[config.mk]
export PLATFORM = sky130hd
export DESIGN_NAME = stack_arbiter
export DESIGN_NICKNAME = d
export VERILOG_FILES = /design/src/rtl/stack_pkg.sv /design/src/rtl/rr_arb2.sv /design/src/rtl/stack_arbiter.sv
export SDC_FILE = /design/constraint.sdc
export NUM_CORES = 1
export LEC_CHECK = 0
export CAP_MARGIN = 20
export CORE_MARGIN = 2
export CORE_UTILIZATION = 41
export CTS_BUF_LIST = sky130_fd_sc_hd__clkbuf_8
export CTS_CLUSTER_DIAMETER = 30
export DETAILED_ROUTE_END_ITERATION = 8
export PLACE_DENSITY = 0.77
export SYNTH_ARGS = -nofsm -noshare
export SYNTH_HDL_FRONTEND = slang
export SYNTH_SLANG_ARGS = --single-unit
[constraint.sdc]
create_clock -name clk -period 1.49 [get_ports clk]
set_input_delay 0.2235 -clock clk [delete_from_list [all_inputs] [get_ports clk]]
set_output_delay 0.2235 -clock clk [all_outputs]
set_load 0.01 [all_outputs]
[src/rtl/stack_pkg.sv]
// Shared encodings for the stack arbiter: FSM states, stack op codes and
// requester identities.
package stack_pkg;

   typedef enum logic [1:0] {
      ST_IDLE  = 2'd0,
      ST_ISSUE = 2'd1,
      ST_WAIT  = 2'd2,
      ST_DONE  = 2'd3
   } state_e;

   localparam logic OP_PUSH = 1'b1;
   localparam logic OP_POP  = 1'b0;

   localparam logic ID_A = 1'b0;
   localparam logic ID_B = 1'b1;

   localparam int ERR_CNT_W = 8;

endpackage

[src/rtl/rr_arb2.sv]
// Two-way round-robin grant. A lone request wins outright; on contention the
// pointer decides. The pointer moves to the other requester whenever a
// service completes.
module rr_arb2
   import stack_pkg::*;
(
   input  logic clk,
   input  logic rst_n,
   input  logic req_a_i,
   input  logic req_b_i,
   input  logic upd_i,
   input  logic served_i,
   output logic gnt_id_o
);

   logic ptr_q;

   // Winner selection: pointer only matters when both requesters are asking.
   always_comb begin
      gnt_id_o = ID_A;
      if (req_a_i && req_b_i) gnt_id_o = ptr_q;
      else if (req_b_i)       gnt_id_o = ID_B;
   end

   // Pointer update: favour the requester that was not just served.
   always_ff @(posedge clk or negedge rst_n) begin
      if (!rst_n)     ptr_q <= ID_A;
      else if (upd_i) ptr_q <= ~served_i;
   end

endmodule

[src/rtl/stack_arbiter.sv]
// Arbitrates two requesters onto a single stack core. One operation is in
// flight at a time; full/empty rejections skip the strobe and ack a cycle
// earlier than a real stack access.
//
// state    | meaning
// ---------+--------------------------------------------------------------
// ST_IDLE  | no operation; grant a winner and latch its op/data
// ST_ISSUE | strobe the core, or reject on full (push) / empty (pop)
// ST_WAIT  | core has acted; capture stk_dout for a pop
// ST_DONE  | ack the winner with its err flag, move the priority pointer
module stack_arbiter
   import stack_pkg::*;
#(
   parameter int DATA_WIDTH  = 4,
   parameter int STACK_DEPTH = 16
) (
   input  logic                  clk,
   input  logic                  rst_n,
   input  logic                  req_a,
   input  logic                  req_b,
   input  logic                  op_a,
   input  logic                  op_b,
   input  logic [DATA_WIDTH-1:0] wdata_a,
   input  logic [DATA_WIDTH-1:0] wdata_b,
   output logic                  ack_a,
   output logic                  ack_b,
   output logic                  err_a,
   output logic                  err_b,
   output logic [DATA_WIDTH-1:0] rdata_a,
   output logic [DATA_WIDTH-1:0] rdata_b,
   output logic                  stk_push,
   output logic                  stk_pop,
   output logic [DATA_WIDTH-1:0] stk_din,
   input  logic [DATA_WIDTH-1:0] stk_dout,
   input  logic                  stk_full,
   input  logic                  stk_empty,
   output logic                  busy,
   output logic [ERR_CNT_W-1:0]  err_cnt
);

   // The core reports full/empty itself, so depth only needs to be sane.
   if (STACK_DEPTH < 1) begin : g_depth_chk
      $error("stack_arbiter: STACK_DEPTH must be at least 1");
   end

   state_e                state_q;
   logic                  win_q;
   logic                  op_q;
   logic [DATA_WIDTH-1:0] wdata_q;
   logic                  err_q;
   logic [DATA_WIDTH-1:0] rdata_a_q;
   logic [DATA_WIDTH-1:0] rdata_b_q;
   logic [ERR_CNT_W-1:0]  err_cnt_q;

   logic gnt_id;
   logic reject;

   rr_arb2 u_arb (
      .clk      (clk),
      .rst_n    (rst_n),
      .req_a_i  (req_a),
      .req_b_i  (req_b),
      .upd_i    (state_q == ST_DONE),
      .served_i (win_q),
      .gnt_id_o (gnt_id)
   );

   // Core-side strobes exist only in ST_ISSUE and only for an accepted op.
   always_comb begin
      reject   = (op_q == OP_PUSH) ? stk_full : stk_empty;
      stk_push = (state_q == ST_ISSUE) && (op_q == OP_PUSH) && !stk_full;
      stk_pop  = (state_q == ST_ISSUE) && (op_q == OP_POP)  && !stk_empty;
   end

   // Requester-side outputs decode from registered state.
   always_comb begin
      ack_a   = (state_q == ST_DONE) && (win_q == ID_A);
      ack_b   = (state_q == ST_DONE) && (win_q == ID_B);
      err_a   = ack_a && err_q;
      err_b   = ack_b && err_q;
      rdata_a = rdata_a_q;
      rdata_b = rdata_b_q;
      stk_din = wdata_q;
      busy    = (state_q != ST_IDLE);
      err_cnt = err_cnt_q;
   end

   // Sequencing FSM with its datapath registers.
   always_ff @(posedge clk or negedge rst_n) begin
      if (!rst_n) begin
         state_q   <= ST_IDLE;
         win_q     <= ID_A;
         op_q      <= OP_POP;
         wdata_q   <= '0;
         err_q     <= 1'b0;
         rdata_a_q <= '0;
         rdata_b_q <= '0;
         err_cnt_q <= '0;
      end else begin
         case (state_q)
            ST_IDLE: begin
               if (req_a || req_b) begin
                  win_q   <= gnt_id;
                  op_q    <= (gnt_id == ID_B) ? op_b : op_a;
                  wdata_q <= (gnt_id == ID_B) ? wdata_b : wdata_a;
                  err_q   <= 1'b0;
                  state_q <= ST_ISSUE;
               end
            end
            ST_ISSUE: begin
               if (reject) begin
                  err_q <= 1'b1;
                  if (err_cnt_q != {ERR_CNT_W{1'b1}}) err_cnt_q <= err_cnt_q + 1'b1;
                  state_q <= ST_DONE;
               end else begin
                  state_q <= ST_WAIT;
               end
            end
            ST_WAIT: begin
               if (op_q == OP_POP) begin
                  if (win_q == ID_B) rdata_b_q <= stk_dout;
                  else               rdata_a_q <= stk_dout;
               end
               state_q <= ST_DONE;
            end
            ST_DONE: state_q <= ST_IDLE;
            default: state_q <= ST_IDLE;
         endcase
      end
   end

endmodule

# After elaboration in Yosys (flattened, before gate mapping)
# Index checks and enable logic that the tools add are counted.
[totals]
regBits = 26
elab_cells = 49
[op_classes]
bitwise_logic = 2
mux = 11
eq_ne = 6
n_reduce_logical = 20
addsub = 1
[op_table]
columns = ["op", "count"]
rows = [
  ["$reduce_and 3->1", 4],
  ["$logic_and 1x1->1", 9],
  ["$add 8x1->8 const B", 1],
  ["$ne 8x8->1 const B", 1],
  ["$pmux 2 s4", 1],
  ["$mux 1", 7],
  ["$eq 2x2->1 const B", 2],
  ["$mux 4", 1],
  ["$ne 2x2->1 const B", 2],
  ["$reduce_bool 2->1", 2],
  ["$eq 2x1->1 const B", 1],
  ["$logic_not 1->1", 2],
  ["$logic_not 2->1", 1],
  ["$mux 2", 1],
  ["$not 1->1", 2],
  ["$pmux 1 s2", 1],
  ["$reduce_and 2->1", 1],
  ["$logic_or 1x1->1", 1],
]

# Logic depth before layout (Yosys ltp)
[depth]
word_depth = 3
mapped_depth = 6
depth_no_buf = 6

# Modules after synthesis
# Synthesis repeated with hierarchy kept, for this count alone.
[hier_totals]
cells_unflattened = 110
hier_area_um2 = 1302.5
[modules_own_cells]
columns = ["module", "instances", "seq_area_each_um2", "cells_each", "area_each_um2"]
rows = [
  ["stack_arbiter", 1, 625.6, 106, 1256.2],
  ["rr_arb2", 1, 25.0, 4, 46.3],
]

# Worst setup path before layout
# OpenSTA, ideal clock, no wires.
[synth_timing]
path_kind = "reg2reg"
start = "register state_q[0]"
end = "register rdata_a_q[0], in the netlist rdata_a[0]"
stages_incl_launch_ff = 5
period_less_slack_ps = 1566
setup_time_ps = 125
arrival_ps = 1441
slack_ps = -76
path_cell_list = "dfrtp_1 -> inv_1 -> ha_1 -> nor3b_1 -> mux2_2"
[synth_via]
elab_chain_cells = 2
[synth_lines]
columns = ["item", "line", "rtl"]
rows = [
  ["start, declared", "stack_arbiter.sv:46", "state_e state_q;"],
  ["start signal, assigned", "stack_arbiter.sv:91", "state_q <= ST_IDLE;"],
  ["start signal, assigned", "stack_arbiter.sv:107", "state_q <= ST_ISSUE;"],
  ["start signal, assigned", "stack_arbiter.sv:114", "state_q <= ST_DONE;"],
  ["$eq 2x2->1", "stack_arbiter.sv:100", "case (state_q)"],
  ["$reduce_and 3->1 (no source line)", "n/a", ""],
  ["end signal, assigned", "stack_arbiter.sv:122", "else rdata_a_q <= stk_dout;"],
  ["end, declared", "stack_arbiter.sv:51", "logic [DATA_WIDTH-1:0] rdata_a_q;"],
]
# No other way between the ends.
# A chain may end at the register's enable or synchronous reset.

# Worst setup path in the final report
[layout_timing]
start = "register state_q[0]"
end = "output port stk_push"
[layout_via]
elab_chain_cells = 3
[layout_lines]
columns = ["item", "line", "rtl"]
rows = [
  ["$eq 2x1->1", "stack_arbiter.sv:71", "stk_push = (state_q == ST_ISSUE) && (op_q == OP_PUSH) && !stk_full;"],
  ["$logic_and 1x1->1 (2 in a row)", "stack_arbiter.sv:71", ""],
  ["end, declared", "stack_arbiter.sv:31", "output logic stk_push,"],
]
# No other way between the ends.

==> impl_metrics.toml <==
[finish]
design_area_um2 = 2261
antennaDiodeCount = 0
final_util_pct = 74.67
nets = 217
drive_gt1_share_pct = 41.27
fill_cells = 193
area_growth_pct = 73.42

[logic_synthesis]
synth.largest_area_cell = "dfrtp_1"
synth-edff-count = 0
yosysWarnings = 0
synth_top_area_share_pct = 49.90
synth_compound_area_share_pct = 6.718
synthSimpleGateAreaFrac_pct = 15.36
synthAdderAreaFrac_pct = 6.718
synthTopCellsByArea = "dfrtp_1 (50%), mux2_2 (8.6%), ha_1 (6.7%)"
synthXorXnorAreaFrac_pct = 3.359
synth.most_common_cell = "dfrtp_1"
netlist_instances = 111
syn_area_um2 = 1304
ys_seq_area_share_pct = 49.90
syn_area_per_cell_um2 = 11.75
synth_cell_types = 31
async_flop_share_pct = 100.0
synth_top_family_by_area = "multiplexers"
synth.net_count = 138
synth_flop_cell = "dfrtp_1"
synth_common_cells = "dfrtp_1 (26), mux2_2 (10), o21ai_0 (9)"
synthMuxAreaShare_pct = 16.22
ys_ff_latch = 26

[critical_path]
worstPathRequired_ps = 1270
worstPathArrival_ps = 1360
startpoint_type = "flip-flop"
path_max_fanout = 4
crit_type = "reg -> out"
cp-end-kind = "output port"

[drt]
wl_mm = 3.700
route.vias.total = 1137
firstDrtPassIters = 4
drtIter0Drc = 29
drt-wirelength-per-cell_um = 15.88
vias_per_cell = 4.880
ant_nets = 0
drc_errors = 0

[global_route]
grt_max_degree = 27
grt_first_pass_wirelength_mm = 5.333
grt_pass1_vias = 1155
globalRouteOverflowTotal = 0
grt_util_all_layers_pct = 19.90
antenna_found_initial = 0

[status]
violations = "negative setup slack"
status = "finished with violations"

[clocking]
cts_tree = "yes"
clock_sinks = 26
ctsHoldBuffers = 0
cts_buffers = 3
clock_tree.root_cell = "clkbuf_8"
clk_pin_slew_ps = 100
clock_latency_ps = 280
clockBufferDepth = 2
htreeDepth = 1

[floorplan]
core_area_um2 = 3028
rows = 20
initial_core_util_pct = 43.06
die_area_um2 = 3647
fp.dieH_um = 60.39
pin_count = 47
die_w_um = 60.39

[place]
portBuffers = 46
routabilityCongestion = 0.8051
dp_hpwl_mm = 2.271
placed_area_um2 = 1948
dp_slack_ps = -249.9

[sta]
finalSetupViolCount = 11
slew_violations = 0
hold_viol_final = 0
fin_crit_ps = 1582
rsz0062_at_grt = "true"
finalWorstSetupSlack_ps = -91.78
timing.final.crit_share_pct = 106.2
fin_setup_tns_ps = -543.2
tightest_slew_ps = 337.3
skew_ps = 3.160
fmax_mhz = 632.2
slew_headroom_pct = 77.51

[power]
ir_drop_mv = 1.024
p_per_area_nw_per_um2 = 1968
p_leak_nw = 1.071

[worst_hold_path]
hold_path_class = "in -> async"

[job]
cap_violations = 0
[through the flow]
step / hold WS, ps / cells / power, mW
6_report: 338.2 / 233 / 4.449
5_1_grt: 365.5 / 233 / 4.708
4_1_cts: 328.2 / 228 / 4.088
3_5_place_dp: 476.8 / 216 / 3.184
3_3_place_gp: 466.3 / 216 / 3.092
2_1_floorplan: -72.09 / 111 / 2.132
[worst paths after layout]
check | start | end | slack, ps | cells past startpoint
min in group clk | stk_din[3]$_DFFE_PN0P_ | stk_din[3]$_DFFE_PN0P_ | 500 | 2
max reg2reg | state_q[0]$_DFFE_PN0P_ | err_q$_DFFE_PN0P_ | -90 | 6
max | state_q[0]$_DFFE_PN0P_ | stk_push | -90 | 4
min reg2reg | stk_din[3]$_DFFE_PN0P_ | stk_din[3]$_DFFE_PN0P_ | 500 | 2
max in group asynchronous | rst_n | state_q[0]$_DFFE_PN0P_ | 880 | 2
min | rst_n | err_cnt[6]$_DFFE_PN0P_ | 340 | 2
[cell type report]
cell class | count | area (um2) | area share, %
clock buffers | 3 | 41.29 | 1.826
multi-input cells | 79 | 790.8 | 34.98
inverters | 5 | 26.28 | 1.162
repair buffers | 75 | 664.4 | 29.39
well taps | 44 | 55.05 | 2.435
flip-flops and latches | 26 | 653.1 | 28.89
clock inverters | 1 | 30.03 | 1.328
[power by group]
group / internal [mW] / switching, mW / total, mW / leakage [nW]
logic: 1.48 / 1.08 / 2.57 / 0.717
clock network: 0.360 / 0.252 / 0.613 / 0.0357
registers: 1.02 / 0.250 / 1.27 / 0.318
total: 2.87 / 1.58 / 4.45 / 1.07
[sequential cells by signal, indices dropped and copies added, names as in the netlist]
name         count
err_cnt          8
rdata_a          4
rdata_b          4
stk_din          4
state_q          2
err_q            1
op_q             1
u_arb.ptr_q      1
win_q            1
[logic make-up (layout without fill, tap and decap cells)]
logic type / Yosys count / count (layout)
adders and majority gates: 7 / 7
muxes: 19 / 19
AOI/OAI and AO/OA: 13 / 13
and+or+nand+nor: 35 / 35
DFF: 26 / 26
xor gates and xnor gates: 5 / 5
buffers and inverters: 6 / 84
[routing by layer]
layer / wire length (um) / GRT usage (%)
met1: 1472 / 25.07
met2: 2006 / 34.32
met3: 152 / 2.985
met4: 69 / 7.937
met5: 0 / 0
[worst max-delay path, stage by stage, from the launching register on]
cell,delay (ps)
dfrtp_2,460
buf_6,140
ha_4,160
and3b_1,170
buf_2,140
[layout by cell type, fill, tap and decap left out, types with 2 or more instances in the layout]
master / count
clkbuf_8: 3
nor2_1: 5
xor2_1: 4
and2_1: 2
dfrtp_2: 2
o21ai_0: 8
ha_4: 6
clkdlybuf4s50_1: 36
nand3_1: 2
nor3b_2: 2
mux2_2: 5
mux2i_1: 5
dfrtp_1: 24
mux2_4: 8
buf_4: 25
nand2_1: 8
dlygate4sd2_1: 2
buf_6: 5
and3_1: 2
buf_2: 6
nor2_2: 2
inv_1: 2
nor3_4: 2
[repair_timing]
action | CTS | global route
buffers inserted | 8 | 5
endpoints found under the setup margin | 28 | 27
resized for setup | 52 | 21
pin swaps | 3 | 8
(Power assumes the default switching activity.)
